===== config.mk =====
export PLATFORM = sky130hd
export DESIGN_NAME = rvv_backend_div_sched
export DESIGN_NICKNAME = d
export VERILOG_FILES = /design/src/rtl/rvv_backend_div_sched.sv
export SDC_FILE = /design/constraint.sdc
export NUM_CORES = 1
export LEC_CHECK = 0
export ABC_AREA = 1
export BUFFER_PORTS_ARGS = -buffer_cell sky130_fd_sc_hd__buf_4
export CORE_MARGIN = 2
export CORE_UTILIZATION = 31
export CTS_CLUSTER_DIAMETER = 120
export DETAILED_ROUTE_END_ITERATION = 8
export GPL_TIMING_DRIVEN = 0
export PLACE_DENSITY_LB_ADDON = 0.2
export SLEW_MARGIN = 20
export SYNTH_ARGS = -nofsm -noshare
export SYNTH_HDL_FRONTEND = slang
export SYNTH_SLANG_ARGS = --single-unit

===== constraint.sdc =====
create_clock -name clk -period 6.4 [get_ports clk]
set_clock_uncertainty 0.05 [all_clocks]
set_input_delay 1.28 -clock clk [delete_from_list [all_inputs] [get_ports clk]]
set_output_delay 1.28 -clock clk [all_outputs]
set_load 0.02 [all_outputs]

===== src/rtl/rvv_backend_div_sched.sv =====
// -----------------------------------------------------------------------------
// rvv_backend_div_sched
//
// Scheduler between the DIV reservation-station FIFO and a pool of NUM_UNIT
// variable-latency iterative divide units. Uops are issued to the units in
// round-robin order. Each finished result is held in a per-unit slot until the
// ROB accepts it. Results leave in program order even though the units can
// finish out of order.
//
// Ports
//   clk, rst              : clock; asynchronous active-high reset
//   uop_valid_rs2sch      : RS FIFO head valid
//   uop_rs2sch            : RS FIFO head uop
//   pop_sch2rs            : pop RS FIFO head this cycle
//   unit_start            : one-hot start pulse, one bit per divide unit
//   unit_uop              : uop broadcast to all units, qualified by unit_start
//   unit_done             : per-unit one-cycle completion pulse
//   unit_result           : per-unit result (flattened), valid with unit_done
//   result_valid_ex2rob   : in-order result available to ROB
//   result_ex2rob         : in-order result payload
//   result_ready_rob2div  : ROB accepts the presented result
//   trap_flush_rvv        : trap flush, drops all in-flight work
//   div_idle              : every slot is IDLE
// -----------------------------------------------------------------------------
module rvv_backend_div_sched #(
  parameter int NUM_UNIT = 2,
  parameter int UOP_W    = 64,
  parameter int RES_W    = 64
) (
  input  logic                      clk,
  input  logic                      rst,
  input  logic                      uop_valid_rs2sch,
  input  logic [UOP_W-1:0]          uop_rs2sch,
  output logic                      pop_sch2rs,
  output logic [NUM_UNIT-1:0]       unit_start,
  output logic [UOP_W-1:0]          unit_uop,
  input  logic [NUM_UNIT-1:0]       unit_done,
  input  logic [NUM_UNIT*RES_W-1:0] unit_result,
  output logic                      result_valid_ex2rob,
  output logic [RES_W-1:0]          result_ex2rob,
  input  logic                      result_ready_rob2div,
  input  logic                      trap_flush_rvv,
  output logic                      div_idle
);

  localparam int PTR_W = $clog2(NUM_UNIT);

  typedef enum logic [1:0] {
    S_IDLE = 2'd0,
    S_BUSY = 2'd1,
    S_DONE = 2'd2
  } slot_state_e;

  // Slot state and captured results, one slot per divide unit
  slot_state_e      r_state [NUM_UNIT];
  logic [RES_W-1:0] r_res   [NUM_UNIT];
  logic [PTR_W-1:0] r_iss_ptr;
  logic [PTR_W-1:0] r_ret_ptr;

  // Next-state values
  slot_state_e      w_state_nxt [NUM_UNIT];
  logic [RES_W-1:0] w_res_nxt   [NUM_UNIT];
  logic [PTR_W-1:0] w_iss_ptr_nxt;
  logic [PTR_W-1:0] w_ret_ptr_nxt;

  logic                w_issue;
  logic                w_head_done;
  logic                w_retire;
  logic [NUM_UNIT-1:0] w_start;
  logic                w_all_idle;

  // Issue decode: only the slot under iss_ptr may take the FIFO head, so a
  // busy target stalls issue even when other slots are free. Reset gates the
  // start so the units never see a pulse while the scheduler is held.
  always_comb begin
    w_issue = 1'b0;
    if (uop_valid_rs2sch && (r_state[r_iss_ptr] == S_IDLE) && !trap_flush_rvv && !rst) begin
      w_issue = 1'b1;
    end else begin
      w_issue = 1'b0;
    end
    for (int k = 0; k < NUM_UNIT; k++) begin
      w_start[k] = w_issue && (r_iss_ptr == PTR_W'(k));
    end
  end

  // Retire decode: the head of the in-order stream is the slot under ret_ptr
  always_comb begin
    w_head_done = (r_state[r_ret_ptr] == S_DONE);
    w_retire    = w_head_done && result_ready_rob2div && !trap_flush_rvv;
  end

  // Slot and pointer next-state. A slot is IDLE, BUSY or DONE, so issue,
  // capture and retire can never collide on the same slot in one cycle.
  // A done pulse on a slot that is not BUSY (stale after flush/reset) is
  // dropped. Flush discards everything; res_q keeps its old contents since
  // nothing reads it until a new capture.
  always_comb begin
    w_iss_ptr_nxt = r_iss_ptr;
    w_ret_ptr_nxt = r_ret_ptr;
    for (int k = 0; k < NUM_UNIT; k++) begin
      w_state_nxt[k] = r_state[k];
      w_res_nxt[k]   = r_res[k];
    end

    if (trap_flush_rvv) begin
      for (int k = 0; k < NUM_UNIT; k++) begin
        w_state_nxt[k] = S_IDLE;
      end
      w_iss_ptr_nxt = '0;
      w_ret_ptr_nxt = '0;
    end else begin
      for (int k = 0; k < NUM_UNIT; k++) begin
        case (r_state[k])
          S_IDLE: begin
            if (w_start[k]) begin
              w_state_nxt[k] = S_BUSY;
            end else begin
              w_state_nxt[k] = S_IDLE;
            end
          end
          S_BUSY: begin
            if (unit_done[k]) begin
              w_state_nxt[k] = S_DONE;
              w_res_nxt[k]   = unit_result[k*RES_W +: RES_W];
            end else begin
              w_state_nxt[k] = S_BUSY;
            end
          end
          S_DONE: begin
            if (w_retire && (r_ret_ptr == PTR_W'(k))) begin
              w_state_nxt[k] = S_IDLE;
            end else begin
              w_state_nxt[k] = S_DONE;
            end
          end
          default: begin
            w_state_nxt[k] = S_IDLE;
          end
        endcase
      end

      // Pointers are log2(NUM_UNIT) bits wide, so the increment wraps
      if (w_issue) begin
        w_iss_ptr_nxt = r_iss_ptr + PTR_W'(1);
      end else begin
        w_iss_ptr_nxt = r_iss_ptr;
      end
      if (w_retire) begin
        w_ret_ptr_nxt = r_ret_ptr + PTR_W'(1);
      end else begin
        w_ret_ptr_nxt = r_ret_ptr;
      end
    end
  end

  // State registers with asynchronous reset
  always_ff @(posedge clk or posedge rst) begin
    if (rst) begin
      for (int k = 0; k < NUM_UNIT; k++) begin
        r_state[k] <= S_IDLE;
        r_res[k]   <= '0;
      end
      r_iss_ptr <= '0;
      r_ret_ptr <= '0;
    end else begin
      for (int k = 0; k < NUM_UNIT; k++) begin
        r_state[k] <= w_state_nxt[k];
        r_res[k]   <= w_res_nxt[k];
      end
      r_iss_ptr <= w_iss_ptr_nxt;
      r_ret_ptr <= w_ret_ptr_nxt;
    end
  end

  // Idle detect over the registered slot states
  always_comb begin
    w_all_idle = 1'b1;
    for (int k = 0; k < NUM_UNIT; k++) begin
      w_all_idle = w_all_idle && (r_state[k] == S_IDLE);
    end
  end

  assign unit_start          = w_start;
  assign pop_sch2rs          = w_issue;
  assign unit_uop            = uop_rs2sch;
  assign result_valid_ex2rob = w_head_done;
  assign result_ex2rob       = r_res[r_ret_ptr];
  assign div_idle            = w_all_idle;

endmodule


Yosys cells after proc, flatten, opt, wreduce, memory -nomap -nowiden:

Index checks and enable logic that the tools add are counted.
Widths: inputs -> output; s select.

* mux-type cells: 23
* magnitude comparators: 2
* bitwise logic cells: 5
* reductions and logical operators: 19
* eq/ne operators: 5
* $add $sub $neg: 2

Operators with widths (count)
* $mux 64: 3
* $mux 2: 10
* $pmux 2 s3: 2
* $logic_and 1x1->1: 10
* $mux 1: 7
* $eq 2x2->1 const B: 3
* $logic_not 2->1: 3
* $reduce_and 3->1: 2
* $eq 2x1->1 const B: 2
* $ge 2x2->1 const B: 2
* $mux 4: 1
* $not 1->2: 2
* $reduce_bool 2->1: 2
* $not 1->1: 3
* $add 1x1->1 const B: 2
* $logic_not 1->1: 2

* bits in registers: 134
* input port bits: 199
* output and inout port bits: 133
* logic and storage cells: 62

Depth between registers and ports, before layout:

Gate-level depths: netlist of the first run.

* depth after elaboration: 13
* mapped depth: 7

Least setup slack after synthesis of the first run:

Ideal clock, no wire load.

* path kind: input -> output
* from: input port trap_flush_rvv
* to: output port unit_start[0]
* arrival: 1.821 ns
* path slack: 3.249 ns
* data required time: 5.070 ns
* path buffers: 0
* stages: 5
* cells stage by stage: inv_2 > nand2_1 > nor2_1 > nand3_1 > inv_1

* word-level cells in the longest chain between the ends: 5

Ends and longest elaborated chain
* start: declaration: RTL line 42 `input logic trap_flush_rvv,`
* $logic_not 1->1: RTL line 77 `if (uop_valid_rs2sch && (r_state[r_iss_ptr] == S_IDLE) && !trap_flush_rvv && !rst) begin`
* $logic_and 1x1->1 (2 in series): RTL line 77
* $mux 1: RTL line 77
* $logic_and 1x1->1: RTL line 83 `w_start[k] = w_issue && (r_iss_ptr == PTR_W'(k));`
* end: declaration: RTL line 35 `output logic [NUM_UNIT-1:0] unit_start,`

Every way passes these cells.

Final worst setup path of the first run:

Ends and elaborated chain as after synthesis.

==> out/qor.txt, run 1 <==
met3 usage = 5.52%
Crit-path slowest cell = nor2_1
final worst path period need = 3460 ps
crit start category = primary input
Netlist cell types = 22
Hold Crit Class = reg2reg
DR iter-0 viols = 166
DIE HEIGHT = 155 um
Cell Rows = 55
vias in the first global route = 5733
TritonCTS clock tree = done
Die W = 155 um
CP arrival = 2130 ps
Final Hold Vio Count = 0
drt first pass iters = 5
antenna-violating nets left = 0
Worst Max-Slew Pin Slew = 533 ps
initial antenna violation count = 0
die area = 0.0242 sq mm
leakage power = 5.73 nW
Tcrit/Tclk final = 54.0%
Setup crit end = unit_start[0]
number of flops mapped to enable cells by yosys = 0
M1 GR Usage = 20.1%
initial core utilization = 31.5%
Hold Crit Start = r_res[111]
instance count on the critical path = 7
count leader, synth = nand2_1
status = finished clean
unrepaired setup endpoints after global routing = false
Port Buffers = 267
top cell type by total area after synthesis = dfrtp_1
cts hold-fix bufs = 0
CTS max path bufs = 2
fillcell total = 2285
largest cells by area after synthesis = dfrtp_1 47%, nand2_1 14%, o21ai_2 9.1%, inv_1 7.2%, buf_4 6.9%
FF-to-FF Start = r_state[0]
R2R cell count = 5
Power Density = 283 mW/mm^2
PnR worst setup slack = 2940 ps
Post-DP HPWL = 14700 um
first-pass GRT wire length = 30400 um
htree depth = 4
Synth Warn # = 0
Critical Path Fanout Max = 5
Setup TNS Final = 0 ps
Total Routed Length = 19900 um
Post-Synthesis Cells = 849
largest net degree at the start of global routing = 76
postcts setup bufs = 0
WS Path Type = in2out
R2R Path End = r_res[2]
clock sinks = 134
Required @ worst endpoint = 5070 ps
Worst slew margin = 64.5%
Synth Net Count = 1048
worst-path cell chain = buf_4 > inv_2 > nand2_1 > nor2_1 > nand3_1 > inv_1 > buf_4
All-Layer GR Usage = 16.2%
CP delay by family, top = buffers and inverters
CTS-repair resized insts = 0
Finished Core Util = 45.0%
crit end category = primary output
Buf+Inv Stages, Crit Path = 4
CP max stage delay = 160 ps
Main synth FF type = dfrtp_1
sequential area share after synthesis = 47.1%
Pins Over Slew Limit = 0
Syn-to-layout area delta = 42.8%
via count = 6045
asr flop ratio synth = 100%
Synth Register Bits = 134
I/O pin count = 332
Ant. Diodes = 0
GRT met2 Usage = 27.6%
Post-synth top cells = 261 x nand2_1, 137 x inv_1, 134 x dfrtp_1, 74 x o21ai_2, 65 x buf_4
max-cap viol count = 0
DRC = 0
layer with the highest usage = met2
TritonCTS Buffers = 17
critical path startpoint = trap_flush_rvv
vias per cell = 4.22
Final nets = 1335
Synth top area share = 47.1%
clk_lat worst skew = 410 ps
Worst-path clk slew = 60 ps
Post-Syn Area = 0.00711 sq mm
GP Congestion = 0.741
VDD IR max = 0.166 mV
pre-CTS WS = 2930 ps
most frequent CP cell = buf_4
clk root buf = clkbuf_16
core footprint = 0.0226 sq mm
Final setup violation count = 0
gr ovfl total = 0
drt wl/cell = 13.9 um
fraction of layout cells with a size suffix above 1 = 46.3%
fmax = 289 MHz
syn_area_per_cell = 8.38 sq um
reg-to-reg slack, setup = 4970 ps
stage by stage:
stage	power, W	hold WS [ps]	cell area (sq um)	std cells
5_1_grt	0.00303	447	10200	1434
3_5_place_dp	0.00181	417	9510	1402
2_1_floorplan	0.00149	403	7110	849
4_1_cts	0.00291	433	10200	1434
3_3_place_gp	0.00179	414	9480	1401
6_report	0.00287	430	10200	1434
cell families (layout without fill, tap and decap cells):
group           Yosys count  count (layout)  share of synthesized area (%)
buf+inv                 246             546                           19.2
flops                   134             134                           47.1
compound gates          145             145                           14.6
simple gates            324             324                           19.0
cell usage in the layout, fill, tap and decap left out, types with 2 or more instances in the layout:
cell,instances
buf_4,332
clkinv_2,2
nand3_2,2
nor2_1,12
clkbuf_16,17
inv_6,4
bufinv_16,5
buf_2,11
a21oi_1,4
nor2_2,2
nand3_1,3
a21oi_2,9
inv_2,3
clkbuf_1,6
o21ai_2,74
nand4_1,2
buf_6,25
dfrtp_1,134
clkinv_4,2
nand2_1,261
nand2_2,40
o21ai_0,25
o21ai_1,32
inv_1,136
how the worst min path moves through the flow:
stage | end | slack (ps) | depth (start not counted)
final | r_res[111] | 430 | 2
after global routing | r_res[45] | 450 | 2
after CTS | r_res[4] | 430 | 2
after detailed placement | r_res[111] | 420 | 2
after global placement | r_res[53] | 410 | 2
after floorplan | r_res[0] | 400 | 2
per-layer routing:
metal	vias to the layer above	wire, um	part of all wire, %
li1	3066	-	-
met1	2774	8470	43
met2	194	9700	49
met3	11	1530	7.7
met4	0	182	0.92
met5	-	0	0
area by class of cell:
type	count	area (sq um)	share of cell area, %
multi-input cells	469	2390	23.5
clock inverters	14	220	2.17
plain buffers	106	843	8.30
well taps	285	357	3.51
inverters	140	533	5.25
flip-flops and latches	134	3350	33.0
clock buffers	18	429	4.22
repair buffers	268	2030	20.0
where the power goes:
part	switching, W	internal [W]	leakage, nW	total, W
sequential	0.0000664	0.000979	1.76	0.00105
combinational	0.000390	0.000344	3.65	0.000734
clock	0.000395	0.000697	0.316	0.00109
total	0.000851	0.00202	5.73	0.00287
tightest hold or removal path, cell delays in order, from the launching register on:
cell and delay, ps:
dfrtp_1 340, nand2_1 60, o21ai_2 50
sequential cells by signal, summed over array words and instances (netlist names):
name,count
r_res,128
r_ret_ptr,1
r_state,4
r_iss_ptr,1
(Power assumes the default switching activity.)
==> inputs of run 2 (changes only) <==
==> constraint.sdc (replaced) <==
create_clock -name clk -period 3.3 [get_ports clk]
set_clock_uncertainty 0.05 [all_clocks]
set_input_delay 0.66 -clock clk [delete_from_list [all_inputs] [get_ports clk]]
set_output_delay 0.66 -clock clk [all_outputs]
set_load 0.02 [all_outputs]
==> out/qor.txt, run 2 (same netlist as run 1, synthesis figures left out) <==
status = finished clean (unchanged)
post-route insts no fill = 1437 (was 1434)
via count = 6173 (was 6045)
max FFs per register = 128 (unchanged)
drt wl/cell = 14.0 um (was 13.9 um)
core footprint = 0.0226 sq mm (unchanged)
vias in the first global route = 6167 (was 5733)
Worst slew margin = 60.2% (was 64.5%)
Port Buffers = 267 (unchanged)
All-Layer GR Usage = 16.8% (was 16.2%)
Worst Max-Slew Pin Slew = 595 ps (was 533 ps)
cts hold-fix bufs = 0 (unchanged)
Final Hold Vio Count = 0 (unchanged)
fraction of layout cells with a size suffix above 1 = 46.4% (was 46.3%)
Critical Path Fanout Max = 10 (was 5)
Pins Over Slew Limit = 0 (unchanged)
CTS-repair resized insts = 0 (unchanged)
DR iter-0 viols = 177 (was 166)
crit end category = primary output (unchanged)
Syn-to-layout area delta = 42.6% (was 42.8%)
clk root buf = clkbuf_16 (unchanged)
VDD IR max = 0.312 mV (was 0.166 mV)
drt first pass iters = 4 (was 5)
most frequent cells in the layout = 332 x buf_4, 261 x nand2_1, 136 x inv_1 (unchanged)
crit start category = flip-flop (was primary input)
fillcell total = 2310 (was 2285)
final worst path period need = 2610 ps
met3 usage = 5.07% (was 5.52%)
largest net degree at the start of global routing = 34 (was 76)
die area = 0.0242 sq mm (unchanged)
layer with the highest usage = met2 (unchanged)
postcts setup bufs = 0 (unchanged)
clk_lat worst skew = 410 ps (about the same)
DRC = 0 (unchanged)
CP arrival = 1900 ps (was 2130 ps)
most common cell after layout, fill and taps aside = buf_4 (unchanged)
first-pass GRT wire length = 31600 um (was 30400 um)
Final nets = 1338 (was 1335)
htree depth = 4 (unchanged)
M1 GR Usage = 20.4% (was 20.1%)
Worst-path clk slew = 60 ps (about the same)
Tcrit/Tclk final = 79.1%
Total Routed Length = 20100 um (was 19900 um)
DIE HEIGHT = 155 um (unchanged)
antenna-violating nets left = 0 (unchanged)
GRT met2 Usage = 29.5% (was 27.6%)
CTS max path bufs = 2 (unchanged)
gr ovfl total = 0 (unchanged)
GP Congestion = 0.774 (was 0.741)
Power Density = 527 mW/mm^2 (was 283 mW/mm^2)
WS Path Type = reg2out (was in2out)
Required @ worst endpoint = 2590 ps (was 5070 ps)
placed insts = 1405 (was 1402)
Post-DP HPWL = 15100 um (was 14700 um)
TritonCTS Buffers = 17 (unchanged)
max-cap viol count = 0 (unchanged)
Final setup violation count = 0 (unchanged)
Cell Rows = 55 (unchanged)
leakage power = 5.70 nW (was 5.73 nW)
initial core utilization = 31.5% (unchanged)
I/O pin count = 332 (unchanged)
vias per cell = 4.30 (was 4.22)
Ant. Diodes = 0 (unchanged)
Die W = 155 um (unchanged)
fmax = 383 MHz
Top reg by flops = r_res (unchanged)
clock sinks = 134 (unchanged)
Largest regs = r_res x128, r_state x4 (unchanged)
initial antenna violation count = 0 (unchanged)
TritonCTS clock tree = done (unchanged)
Tot Pwr = 0.00535 W (was 0.00287 W)
Hold Crit Class = in2async (was reg2reg)
unrepaired setup endpoints after global routing = false (unchanged)
-- run 2: cell types whose count changed in the layout (fill, tap and decap cells not counted), sizes merged --
cell | previous run | this run
inv | 144 | 143
bufinv | 5 | 2
clkinvlp | 1 | 5
clkbuf | 23 | 24
buf | 369 | 372
clkinv | 4 | 3
-- run 2: power by group --
| part | total [W] | switching [W] | internal [W] |
|---|---|---|---|
| Clock | 0.00189 | 0.000766 | 0.00112 |
| Sequential | 0.00203 | 0.000130 | 0.00190 |
| Combinational | 0.00143 | 0.000760 | 0.000674 |
| Total | 0.00535 | 0.00166 | 0.00370 |
-- run 2: per-stage QoR --
stage / area [sq um] / utilization (%) / setup WS (ps) / TNS (ps) / hold WS, ps
detailed placement: 9570 / 42.4 / 1050 / 0 / 418
CTS: 10100 / 45.0 / 639 / 0 / 273
finish: 10100 / 45.0 / 691 / 0 / 274
global route: 10100 / 45.0 / 550 / 0 / 293
floorplan: 7120 / - / 925 / 0 / 403
global placement: 9480 / 42.0 / -157 / -20020 / 412
-- run 2: worst paths after layout --
check	slack, ps	depth (start not counted)	to	startpoint
min	270	2	r_res[26]	rst
max in group asynchronous	1950	5	r_res[57]	rst
min reg2reg	430	2	r_res[115]	r_res[115]
min in group clk	380	2	r_state[2]	trap_flush_rvv
max	690	6	result_ex2rob[35]	r_ret_ptr
max reg2reg	1880	4	r_res[0]	r_state[1]
-- run 2: critical path: stages, from the launching register on --
cell and delay [ps]:
dfrtp_1 430, inv_1 90, buf_2 290, buf_2 310, nand2_1 80, nand2_1 120, buf_4 160
-- run 2: layer usage --
layer / up-vias / share of wire (%)
li1: 3085 / -
met1: 2879 / 43
met2: 200 / 50
met3: 9 / 7.0
met4: 0 / 0.59
met5: - / 0
-- run 2: area by class of cell --
cell class	instances	area (sq um)	area share [%]
plain buffers	106	843	8.31
flip-flops and latches	134	3350	33.0
clock buffers	19	433	4.27
repair buffers	271	2090	20.6
well taps	285	357	3.51
inverters	140	529	5.22
multi-input cells	469	2390	23.6
clock inverters	13	148	1.46
==> inputs of run 3 (changes only) <==
==> constraint.sdc (replaced) <==
create_clock -name clk -period 2.6 [get_ports clk]
set_clock_uncertainty 0.05 [all_clocks]
set_input_delay 0.52 -clock clk [delete_from_list [all_inputs] [get_ports clk]]
set_output_delay 0.52 -clock clk [all_outputs]
set_load 0.02 [all_outputs]
==> out/qor.txt, run 3 (same netlist as run 1, synthesis figures left out) <==
clk_lat worst skew = 410 ps (about the same)
PnR worst setup slack = 159 ps (was 691 ps)
TritonCTS Buffers = 17 (unchanged)
Port Buffers = 267 (unchanged)
crit end category = primary output (unchanged)
pre-CTS WS = 541 ps (was 1050 ps)
Power Density = 669 mW/mm^2 (was 527 mW/mm^2)
most common cell after layout, fill and taps aside = buf_4 (unchanged)
most frequent CP cell = nand2_1
initial core utilization = 31.5% (unchanged)
placed inst area = 0.00957 sq mm (unchanged)
Worst slew margin = 60.2% (about the same)
drt wl/cell = 14.0 um (about the same)
Worst-path clk slew = 60 ps (about the same)
cts hold-fix bufs = 0 (unchanged)
htree depth = 4 (unchanged)
Ant. Diodes = 0 (unchanged)
Post-DP HPWL = 15100 um (unchanged)
CTS max path bufs = 2 (unchanged)
max-cap viol count = 0 (unchanged)
status = finished clean (unchanged)
first-pass GRT wire length = 31600 um (unchanged)
DR iter-0 viols = 180 (was 177)
via count = 6175 (was 6173)
Worst Max-Slew Pin Slew = 596 ps (was 595 ps)
worst-path cell chain = inv_1 > buf_2 > clkbuf_4 > nand2_1 > nand2_1 > buf_4 (was inv_1 > buf_2 > buf_2 > nand2_1 > nand2_1 > buf_4)
unrepaired setup endpoints after global routing = false (unchanged)
vias per cell = 4.30 (about the same)
Buf+Inv Stages, Crit Path = 4 (unchanged)
clk root buf = clkbuf_16 (unchanged)
DIE HEIGHT = 155 um (unchanged)
CP arrival = 1870 ps (was 1900 ps)
Final setup violation count = 0 (unchanged)
Critical Path Fanout Max = 10 (unchanged)
clock sinks = 134 (unchanged)
Finished Cell Area = 0.0102 sq mm (was 0.0101 sq mm)
vias in the first global route = 6167 (unchanged)
most frequent cells in the layout = 332 x buf_4, 261 x nand2_1, 136 x inv_1 (unchanged)
Top reg by flops = r_res (unchanged)
max FFs per register = 128 (unchanged)
Hold Crit Class = in2async (unchanged)
Total Routed Length = 20200 um (was 20100 um)
Final nets = 1338 (unchanged)
CP delay by family, top = buffers and inverters (unchanged)
gr ovfl total = 0 (unchanged)
Syn-to-layout area delta = 42.7% (was 42.6%)
Tcrit/Tclk final = 93.9%
die area = 0.0242 sq mm (unchanged)
DRC = 0 (unchanged)
Die W = 155 um (unchanged)
fraction of layout cells with a size suffix above 1 = 46.4% (unchanged)
VDD IR max = 0.394 mV (was 0.312 mV)
largest net degree at the start of global routing = 34 (unchanged)
crit start category = flip-flop (unchanged)
Crit-path slowest cell = dfrtp_1 (unchanged)
leakage power = 5.71 nW (was 5.70 nW)
Cell Rows = 55 (unchanged)
I/O pin count = 332 (unchanged)
Setup TNS Final = 0 ps (unchanged)
drt first pass iters = 4 (unchanged)
fmax = 410 MHz
Largest regs = r_res x128, r_state x4 (unchanged)
Pins Over Slew Limit = 0 (unchanged)
WS Path Type = reg2out (unchanged)
GP Congestion = 0.774 (unchanged)
initial antenna violation count = 0 (unchanged)
All-Layer GR Usage = 16.8% (unchanged)
Final Hold Vio Count = 0 (unchanged)
antenna-violating nets left = 0 (unchanged)
final worst path period need = 2440 ps
CP max stage delay = 430 ps (about the same)
worst hold slack = 135 ps (was 274 ps)
core footprint = 0.0226 sq mm (unchanged)
Required @ worst endpoint = 2030 ps (was 2590 ps)
TritonCTS clock tree = done (unchanged)
==> run 3: cell count changes in the layout (fill, tap and decap cells not counted), sizes merged <==
cell / change
clkbuf: +2
buf: -2
==> run 3: where the power goes <==
group / total [W] / internal, W / leakage [nW] / switching, W
clock network: 0.00240 / 0.00142 / 0.271 / 0.000972
registers: 0.00257 / 0.00241 / 1.76 / 0.000165
logic: 0.00182 / 0.000856 / 3.68 / 0.000965
total: 0.00679 / 0.00469 / 5.71 / 0.00210
==> run 3: final timing paths <==
check                                     from                end  slack, ps  depth (start not counted)
max in group asynchronous                  rst          r_res[57]       1390                          5
worst max-delay path                 r_ret_ptr  result_ex2rob[35]        160                          6
worst min register to register      r_res[115]         r_res[115]        430                          2
worst max register to register      r_state[1]           r_res[0]       1190                          4
worst min-delay path                       rst          r_res[26]        140                          2
min in group clk                trap_flush_rvv         r_state[2]        240                          2
==> run 3: layer usage <==
layer  up-vias  track usage, %  wire [um]
li1       3084               -          -
met1      2887            20.4       8580
met2       198            29.5      10100
met3         6            5.07       1410
met4         0            3.41        104
met5         -               0          0
==> run 3: area by class of cell <==
type	count	area (sq um)
clock inverters	13	148
repair buffers	271	2090
flip-flops and latches	134	3350
plain buffers	106	848
well taps	285	357
clock buffers	19	433
multi-input cells	469	2390
fillers	2311	12400
inverters	140	529
==> run 3: what timing repair did <==
item / CTS / global route
resized for setup: 0 / 2
setup buffers: 0 / 0
endpoints found under the setup margin: 0 / 2
==> run 3: worst register-to-register path, stage by stage (launching register included) <==
cell	delay [ps]
dfrtp_1	480
nor2_4	70
nand3_2	90
clkbuf_1	420
o21ai_0	160
==> run 3: stage by stage <==
| stage | cells | util (%) | power (W) |
|---|---|---|---|
| CTS | 1437 | 45.0 | 0.00690 |
| floorplan | 849 | - | 0.00366 |
| detailed placement | 1405 | 42.4 | 0.00446 |
| global placement | 1401 | 42.0 | 0.00442 |
| global route | 1437 | 45.0 | 0.00718 |
| finish | 1437 | 45.0 | 0.00679 |
